[src/rtl/sess_pkg.sv]
// Shared device codes, controller states and protocol bytes for the session scheduler.
package sess_pkg;

  localparam logic [2:0] DEV_IDLE = 3'b000;
  localparam logic [2:0] DEV_ON   = 3'b001;
  localparam logic [2:0] DEV_OFF  = 3'b010;
  localparam logic [2:0] DEV_WAIT = 3'b100;

  localparam logic [7:0] OPEN      = 8'h01;
  localparam logic [7:0] IDLE_BYTE = 8'h0F;
  localparam logic [7:0] CLOSE     = 8'hF0;
  localparam logic [7:0] FILL      = 8'h00;

  typedef enum logic [2:0] {
    S_IDLE,
    S_OPEN,
    S_STREAM,
    S_CLOSE,
    S_DRAIN
  } sess_state_e;

  function automatic int idx_width(input int n);
    return (n > 1) ? $clog2(n) : 1;
  endfunction

endpackage

[src/rtl/rr_arb.sv]
// Round-robin arbiter: grants the first requester strictly after the last-granted index.
module rr_arb
  import sess_pkg::*;
#(
  parameter int N  = 4,
  parameter int IW = idx_width(N)
) (
  input  logic [N-1:0]  req,
  input  logic [IW-1:0] last,
  output logic [N-1:0]  gnt
);

  logic [31:0] pos;
  logic        found;

  // Walk offsets 1..N from the last winner, wrapping without a modulo.
  always_comb begin
    gnt   = '0;
    found = 1'b0;
    pos   = '0;
    for (int k = 1; k <= N; k++) begin
      pos = 32'(last) + 32'(k);
      if (pos >= 32'(N)) pos = pos - 32'(N);
      if (!found && req[pos[IW-1:0]]) begin
        gnt[pos[IW-1:0]] = 1'b1;
        found            = 1'b1;
      end
    end
  end

endmodule

[src/rtl/sess_sched.sv]
// Session scheduler: grants one requester at a time and sequences the device
// through open, payload streaming, close and drain.
//
// state    | meaning
// S_IDLE   | no session; park device with IDLE_BYTE, arbitrate on req
// S_OPEN   | drive OPEN with enable until device reports ON
// S_STREAM | forward granted payload bytes with one cycle latency
// S_CLOSE  | hold CLOSE until device reports OFF
// S_DRAIN  | enable with IDLE_BYTE until WAIT, then release until IDLE
module sess_sched
  import sess_pkg::*;
#(
  parameter int N   = 4,
  parameter int TMO = 15
) (
  input  logic           clk,
  input  logic           rst,
  input  logic [N-1:0]   req,
  input  logic [8*N-1:0] d_data,
  input  logic [N-1:0]   d_valid,
  output logic [N-1:0]   d_ready,
  output logic [N-1:0]   gnt,
  input  logic [2:0]     dev_state,
  output logic [7:0]     data_o,
  output logic           en_o,
  output logic           err_o,
  output logic           fault_o
);

  localparam int IW = idx_width(N);

  sess_state_e   state, state_nx;
  logic [N-1:0]  gnt_nx, arb_gnt;
  logic [7:0]    data_nx, sel_byte;
  logic          en_nx, err_nx, fault_nx;
  logic [3:0]    wcnt, wcnt_nx, wcnt_inc;
  logic          drain_rel, drain_rel_nx;
  logic [IW-1:0] last, last_nx, gnt_idx;
  logic          accept, gnt_req, timeout, in_wait;

  rr_arb #(.N(N), .IW(IW)) u_arb (
    .req  (req),
    .last (last),
    .gnt  (arb_gnt)
  );

  assign d_ready  = (state == S_STREAM) ? (gnt & d_valid) : '0;
  assign accept   = |d_ready;
  assign gnt_req  = |(gnt & req);
  assign wcnt_inc = wcnt + 4'd1;
  assign timeout  = (wcnt_inc == 4'(TMO));
  assign in_wait  = (state == S_OPEN) || (state == S_CLOSE) || (state == S_DRAIN);

  always_comb begin
    sel_byte = FILL;
    gnt_idx  = '0;
    for (int i = 0; i < N; i++) begin
      if (gnt[i]) begin
        sel_byte = sel_byte | d_data[8*i +: 8];
        gnt_idx  = gnt_idx | IW'(i);
      end
    end
  end

  always_comb begin
    state_nx     = state;
    gnt_nx       = gnt;
    data_nx      = data_o;
    en_nx        = en_o;
    err_nx       = 1'b0;
    fault_nx     = fault_o;
    drain_rel_nx = drain_rel;
    last_nx      = last;
    wcnt_nx      = '0;

    case (state)
      S_IDLE: begin
        data_nx = IDLE_BYTE;
        en_nx   = 1'b0;
        if (|req && !fault_o) begin
          gnt_nx   = arb_gnt;
          data_nx  = OPEN;
          en_nx    = 1'b1;
          state_nx = S_OPEN;
        end
      end
      S_OPEN: begin
        data_nx = OPEN;
        en_nx   = 1'b1;
        if (dev_state == DEV_ON) begin
          data_nx  = FILL;
          en_nx    = 1'b0;
          state_nx = S_STREAM;
        end
      end
      S_STREAM: begin
        en_nx = 1'b0;
        // A reserved CLOSE byte is swallowed so the device never sees it mid-session.
        if (accept) begin
          data_nx = (sel_byte == CLOSE) ? FILL : sel_byte;
          err_nx  = (sel_byte == CLOSE);
        end else begin
          data_nx = gnt_req ? FILL : CLOSE;
        end
        if (!gnt_req) state_nx = S_CLOSE;
      end
      S_CLOSE: begin
        data_nx = CLOSE;
        en_nx   = 1'b0;
        if (dev_state == DEV_OFF) begin
          data_nx      = IDLE_BYTE;
          en_nx        = 1'b1;
          drain_rel_nx = 1'b0;
          state_nx     = S_DRAIN;
        end
      end
      S_DRAIN: begin
        data_nx = IDLE_BYTE;
        if (!drain_rel) begin
          en_nx = 1'b1;
          if (dev_state == DEV_WAIT) begin
            drain_rel_nx = 1'b1;
            en_nx        = 1'b0;
          end
        end else begin
          en_nx = 1'b0;
          if (dev_state == DEV_IDLE) begin
            gnt_nx   = '0;
            last_nx  = gnt_idx;
            state_nx = S_IDLE;
          end
        end
      end
      default: begin
        gnt_nx   = '0;
        data_nx  = IDLE_BYTE;
        en_nx    = 1'b0;
        state_nx = S_IDLE;
      end
    endcase

    // Device progress in the same cycle wins over the timeout.
    if (in_wait && (state_nx == state) && timeout) begin
      gnt_nx   = '0;
      data_nx  = IDLE_BYTE;
      en_nx    = 1'b0;
      err_nx   = 1'b1;
      fault_nx = 1'b1;
      state_nx = S_IDLE;
    end

    if (in_wait && (state_nx == state)) wcnt_nx = wcnt_inc;
  end

  always_ff @(posedge clk or posedge rst) begin
    if (rst) begin
      state     <= S_IDLE;
      gnt       <= '0;
      data_o    <= IDLE_BYTE;
      en_o      <= 1'b0;
      err_o     <= 1'b0;
      fault_o   <= 1'b0;
      wcnt      <= '0;
      drain_rel <= 1'b0;
      last      <= IW'(N-1);
    end else begin
      state     <= state_nx;
      gnt       <= gnt_nx;
      data_o    <= data_nx;
      en_o      <= en_nx;
      err_o     <= err_nx;
      fault_o   <= fault_nx;
      wcnt      <= wcnt_nx;
      drain_rel <= drain_rel_nx;
      last      <= last_nx;
    end
  end

endmodule

[config.mk]
export PLATFORM = sky130hd
export DESIGN_NAME = sess_sched
export DESIGN_NICKNAME = d
export VERILOG_FILES = /design/src/rtl/sess_pkg.sv /design/src/rtl/rr_arb.sv /design/src/rtl/sess_sched.sv
export SDC_FILE = /design/constraint.sdc
export NUM_CORES = 1
export LEC_CHECK = 0
export BUFFER_PORTS_ARGS = -buffer_cell sky130_fd_sc_hd__buf_2
export CORE_MARGIN = 1.5
export CORE_UTILIZATION = 47
export CTS_BUF_LIST = sky130_fd_sc_hd__clkbuf_2 sky130_fd_sc_hd__clkbuf_4 sky130_fd_sc_hd__clkbuf_8
export CTS_CLUSTER_DIAMETER = 50
export DETAILED_ROUTE_END_ITERATION = 7
export PLACE_DENSITY = 0.75
export SETUP_SLACK_MARGIN = 0.02
export SLEW_MARGIN = 30
export SYNTH_ARGS = -nofsm -noshare
export SYNTH_HDL_FRONTEND = slang
export SYNTH_HIERARCHICAL = 1
export SYNTH_SLANG_ARGS = --single-unit
[constraint.sdc]
create_clock -name clk -period 2.45 [get_ports clk]
set_clock_uncertainty 0.05 [all_clocks]
set_input_delay 0.3675 -clock clk [delete_from_list [all_inputs] [get_ports clk]]
set_output_delay 0.3675 -clock clk [all_outputs]
set_load 0.03 [all_outputs]
==> results.rst <==
.. list-table::
   :header-rows: 1

   * - Metric
     - Value
   * - Leading area contributor after synthesis
     - sky130_fd_sc_hd__dfrtp_1
   * - Clk buf depth
     - 2
   * - Critical path arrival
     - 2.45 ns
   * - Worst-Skew Late Latency
     - 0.28 ns
   * - Cell area after layout
     - 2300 sq um
   * - Area after detailed placement
     - 2250 sq um
   * - Slew of the pin with the lowest slew margin
     - 0.517 ns
   * - Clock tree root driver cell
     - sky130_fd_sc_hd__clkbuf_8
   * - Grt total ovfl
     - 0
   * - Share of the synthesized area in the top cell type
     - 0.251
   * - Setup WS post-layout
     - 0.167 ns
   * - DR iter-0 viols
     - 77
   * - CTS clock-pin slew for the worst setup and hold paths
     - 0.09 ns
   * - Routability-driven placement congestion ratio
     - 0.876
   * - Ranking of synthesized cells by area
     - sky130_fd_sc_hd__dfrtp_1 25%, sky130_fd_sc_hd__dfstp_2 8.3%, sky130_fd_sc_hd__ha_1 6.6%
   * - Leak
     - 0.00107 uW
   * - RSZ-0062 raised after global routing
     - no
   * - Routed via count
     - 1868
   * - Pre-Repair DR Iteration Count
     - 4
   * - Master of the slowest instance on the critical path
     - sky130_fd_sc_hd__dfstp_2
   * - Half-perimeter wire length after detailed placement
     - 3610 um
   * - Outcome
     - finished, final reports clean
   * - Number of instances in the synthesized netlist
     - 213
   * - Setup repair bufs after CTS
     - 0
   * - Critical path buffers and inverters
     - 1
   * - Starting density of the core
     - 0.503
   * - Layout cells sized above 1
     - 0.347
   * - Most common cell after layout, fill and taps aside
     - sky130_fd_sc_hd__buf_2
   * - Antenna-violating nets left
     - 0
   * - Setup TNS after final layout
     - 0 ns
   * - Antenna violations before repair
     - 0
   * - Count of instances resized after the clock tree is built
     - 0
   * - Maximum number of pins on one net before global-route repair
     - 26
   * - Distinct cell type count after synthesis
     - 44
   * - Final WL
     - 4760 um
   * - Worst-case reg-to-reg path depth
     - 8
   * - Achievable clock frequency
     - 438 MHz
   * - Final core occ
     - 0.611
   * - Worst slew margin relative to its limit
     - 0.656
   * - Final hold violation count
     - 0
   * - Global-route wire length before repair
     - 7620 um
   * - Cell Chain, Critical Path
     - inv_2 > ha_4 > mux4_2 > nor4b_4 > nand2_1 > o211ai_1 > a22oi_1 > nor2_1
   * - Clock tree from TritonCTS
     - built
   * - Via count of the first global-routing pass
     - 1680
   * - CP Capture Type
     - flip-flop
   * - Syn Area/Cell
     - 8.90 sq um
   * - Number of top-level pins
     - 64
   * - Count of placed standard cells including taps
     - 321
   * - CP Launch Type
     - flip-flop
   * - Die boundary width
     - 66.5 um
   * - Worst setup timing slack at the placement stage
     - 0.0799 ns
   * - Nets
     - 333
   * - Diode insertion count for antenna repair
     - 0
   * - Highest-count cells in the layout ignoring fill and taps
     - 63 x sky130_fd_sc_hd__buf_2, 26 x sky130_fd_sc_hd__nand2_1, 23 x sky130_fd_sc_hd__a21oi_1
   * - Core region area
     - 3770 sq um
   * - Post-Syn Nets
     - 268
   * - Critical path data required time
     - 2.61 ns
   * - Area Growth Syn to Fin
     - 21.6%
   * - Cell Pwr Density
     - 891 nW/um^2
   * - Ratio of routed vias to standard cells
     - 5.75
   * - DIE AREA
     - 4420 sq um
   * - Critical Setup Path Class
     - flip-flop to flip-flop
   * - Final setup violation count
     - 0
   * - Std-Cell Rows
     - 22
   * - Maximum VDD drop
     - 0.000394 V
   * - Cell area after synthesis
     - 1900 sq um
   * - Slowest cell delay on critical path
     - 0.55 ns
   * - Portion of the clock cycle consumed by the worst path in the final layout
     - 0.932
   * - Maximum level of the CTS H-tree
     - 1
   * - Share of the yosys chip area belonging to registers
     - 0.334
   * - Crit-path max FO
     - 4
   * - Maximum capacitance violations
     - 0
   * - Clock net sink count
     - 25
   * - Min Clock Period, post-route
     - 2.28 ns
   * - CP Depth
     - 8
   * - Fin cells
     - 325
   * - Total of flip-flops plus latches after synthesis
     - 25
   * - Final max-slew violation count
     - 0
   * - Die Y
     - 66.5 um
   * - Yosys synthesis warning count
     - 6
   * - Combined global-route utilization of all metal layers
     - 0.227
   * - Kind of cell with the highest combined delay on the critical path
     - flip-flops
   * - Remaining DRCs
     - 0
   * - PortBufs
     - 63
   * - Classification of the worst-slack hold path
     - primary input to async pin
   * - Number of buffers created by CTS
     - 3
   * - Routed wire length per instance
     - 14.6 um
   * - CTS Hold Buffers Added
     - 0
[power by group]
part	internal, uW	leakage, uW	total, uW	switching, uW
Clock	116	0.0000217	256	141
Sequential	572	0.000305	776	204
Combinational	390	0.000745	1020	630
[cell families (layout without fill, tap and decap cells)]
logic type               after synthesis  count (layout)  synth area share
AND/OR/NAND/NOR                       85              85             0.238
AO/OA/AOI/OAI                         69              69             0.250
flip-flops                            25              25             0.334
buffers and inverters                 19              83            0.0561
adder cells (fa/ha/maj)               10              10            0.0660
multiplexers                           4               4            0.0515
XOR/XNOR                               1               1           0.00462
[Yosys cell counts]
| cell | count |
|---|---|
| sky130_fd_sc_hd__a41oi_4 | 1 |
| sky130_fd_sc_hd__o21ai_1 | 4 |
| sky130_fd_sc_hd__mux4_1 | 2 |
| sky130_fd_sc_hd__or2_2 | 4 |
| sky130_fd_sc_hd__buf_6 | 3 |
| sky130_fd_sc_hd__a221oi_1 | 4 |
| sky130_fd_sc_hd__and2b_2 | 1 |
| sky130_fd_sc_hd__a41o_2 | 1 |
| sky130_fd_sc_hd__nand2_1 | 26 |
| sky130_fd_sc_hd__or3b_1 | 1 |
| sky130_fd_sc_hd__nand3b_1 | 3 |
| sky130_fd_sc_hd__o211a_1 | 1 |
| sky130_fd_sc_hd__a21oi_1 | 23 |
| sky130_fd_sc_hd__a21bo_2 | 1 |
| sky130_fd_sc_hd__nor4_1 | 2 |
| sky130_fd_sc_hd__or4_1 | 2 |
| sky130_fd_sc_hd__nand2b_1 | 4 |
| sky130_fd_sc_hd__or3b_2 | 1 |
| sky130_fd_sc_hd__nor2b_1 | 4 |
| sky130_fd_sc_hd__buf_4 | 2 |
| sky130_fd_sc_hd__o21ai_0 | 7 |
| sky130_fd_sc_hd__o211ai_1 | 4 |
| sky130_fd_sc_hd__inv_1 | 10 |
| sky130_fd_sc_hd__o22ai_1 | 1 |
| sky130_fd_sc_hd__nand3_1 | 4 |
| sky130_fd_sc_hd__mux4_2 | 2 |
| sky130_fd_sc_hd__ha_1 | 10 |
| sky130_fd_sc_hd__a21o_2 | 1 |
| sky130_fd_sc_hd__a21boi_1 | 1 |
| sky130_fd_sc_hd__xnor2_1 | 1 |
| sky130_fd_sc_hd__a22oi_1 | 12 |
| sky130_fd_sc_hd__nor2_1 | 22 |
| sky130_fd_sc_hd__a22o_1 | 6 |
| sky130_fd_sc_hd__a21o_1 | 1 |
| sky130_fd_sc_hd__buf_2 | 4 |
| sky130_fd_sc_hd__a31oi_1 | 1 |
| sky130_fd_sc_hd__dfrtp_1 | 19 |
| sky130_fd_sc_hd__nor3b_1 | 6 |
| sky130_fd_sc_hd__dfstp_2 | 6 |
| sky130_fd_sc_hd__nor4b_4 | 1 |
| sky130_fd_sc_hd__or3_1 | 1 |
| sky130_fd_sc_hd__nor3_1 | 1 |
| sky130_fd_sc_hd__nor4b_1 | 1 |
| sky130_fd_sc_hd__nand4bb_1 | 1 |
[layer usage]
| layer | vias up | GRT usage | wire, um |
|---|---|---|---|
| met5 | - | 0 | 0 |
| met4 | 0 | 0.0689 | 94 |
| met3 | 9 | 0.0372 | 293 |
| met2 | 83 | 0.393 | 2310 |
| met1 | 870 | 0.288 | 2060 |
| li1 | 906 | - | - |
[worst register-to-register path, delay by kind of cell (launching register included)]
family | cells | cell delay (ns)
fa+ha+maj | 1 | 0.28
simple gates | 3 | 0.54
compound gates | 2 | 0.20
flops | 1 | 0.55
buf+inv | 1 | 0.07
mux | 1 | 0.53
[per-stage QoR]
stage          power [uW]  hold WS (ns)
5_1_grt              2220        0.0961
2_1_floorplan        1540         0.340
6_report             2050        0.0771
3_3_place_gp         1790         0.383
4_1_cts              2060        0.0809
3_5_place_dp         1800         0.387
[sequential cells by signal (all words and copies together), names as in the netlist]
name / flops
data_o: 8
gnt: 4
wcnt: 4
state: 3
last: 2
drain_rel: 1
en_o: 1
err_o: 1
fault_o: 1
[cell type report]
| type | instances | area [sq um] |
|---|---|---|
| fill | 338 | 1470 |
| multi-input combinational | 169 | 1160 |
| sequential | 25 | 633 |
| timing repair buffer | 69 | 360 |
| tap | 48 | 60.1 |
| clock buffer | 3 | 41.3 |
| inverter | 10 | 37.5 |
| clock inverter | 1 | 7.51 |
[path summary, 6_finish.rpt]
path	startpoint	end	slack, ns
setup / recovery	last[1]	gnt[2]	0.17
hold / removal	rst	wcnt[3]	0.08
setup reg to reg	last[1]	gnt[2]	0.17
hold reg to reg	wcnt[0]	wcnt[0]	0.49
max in group asynchronous	rst	last[0]	1.97
min in group clk	dev_state[1]	state[2]	0.41
Power figures use the tool's default switching activity.
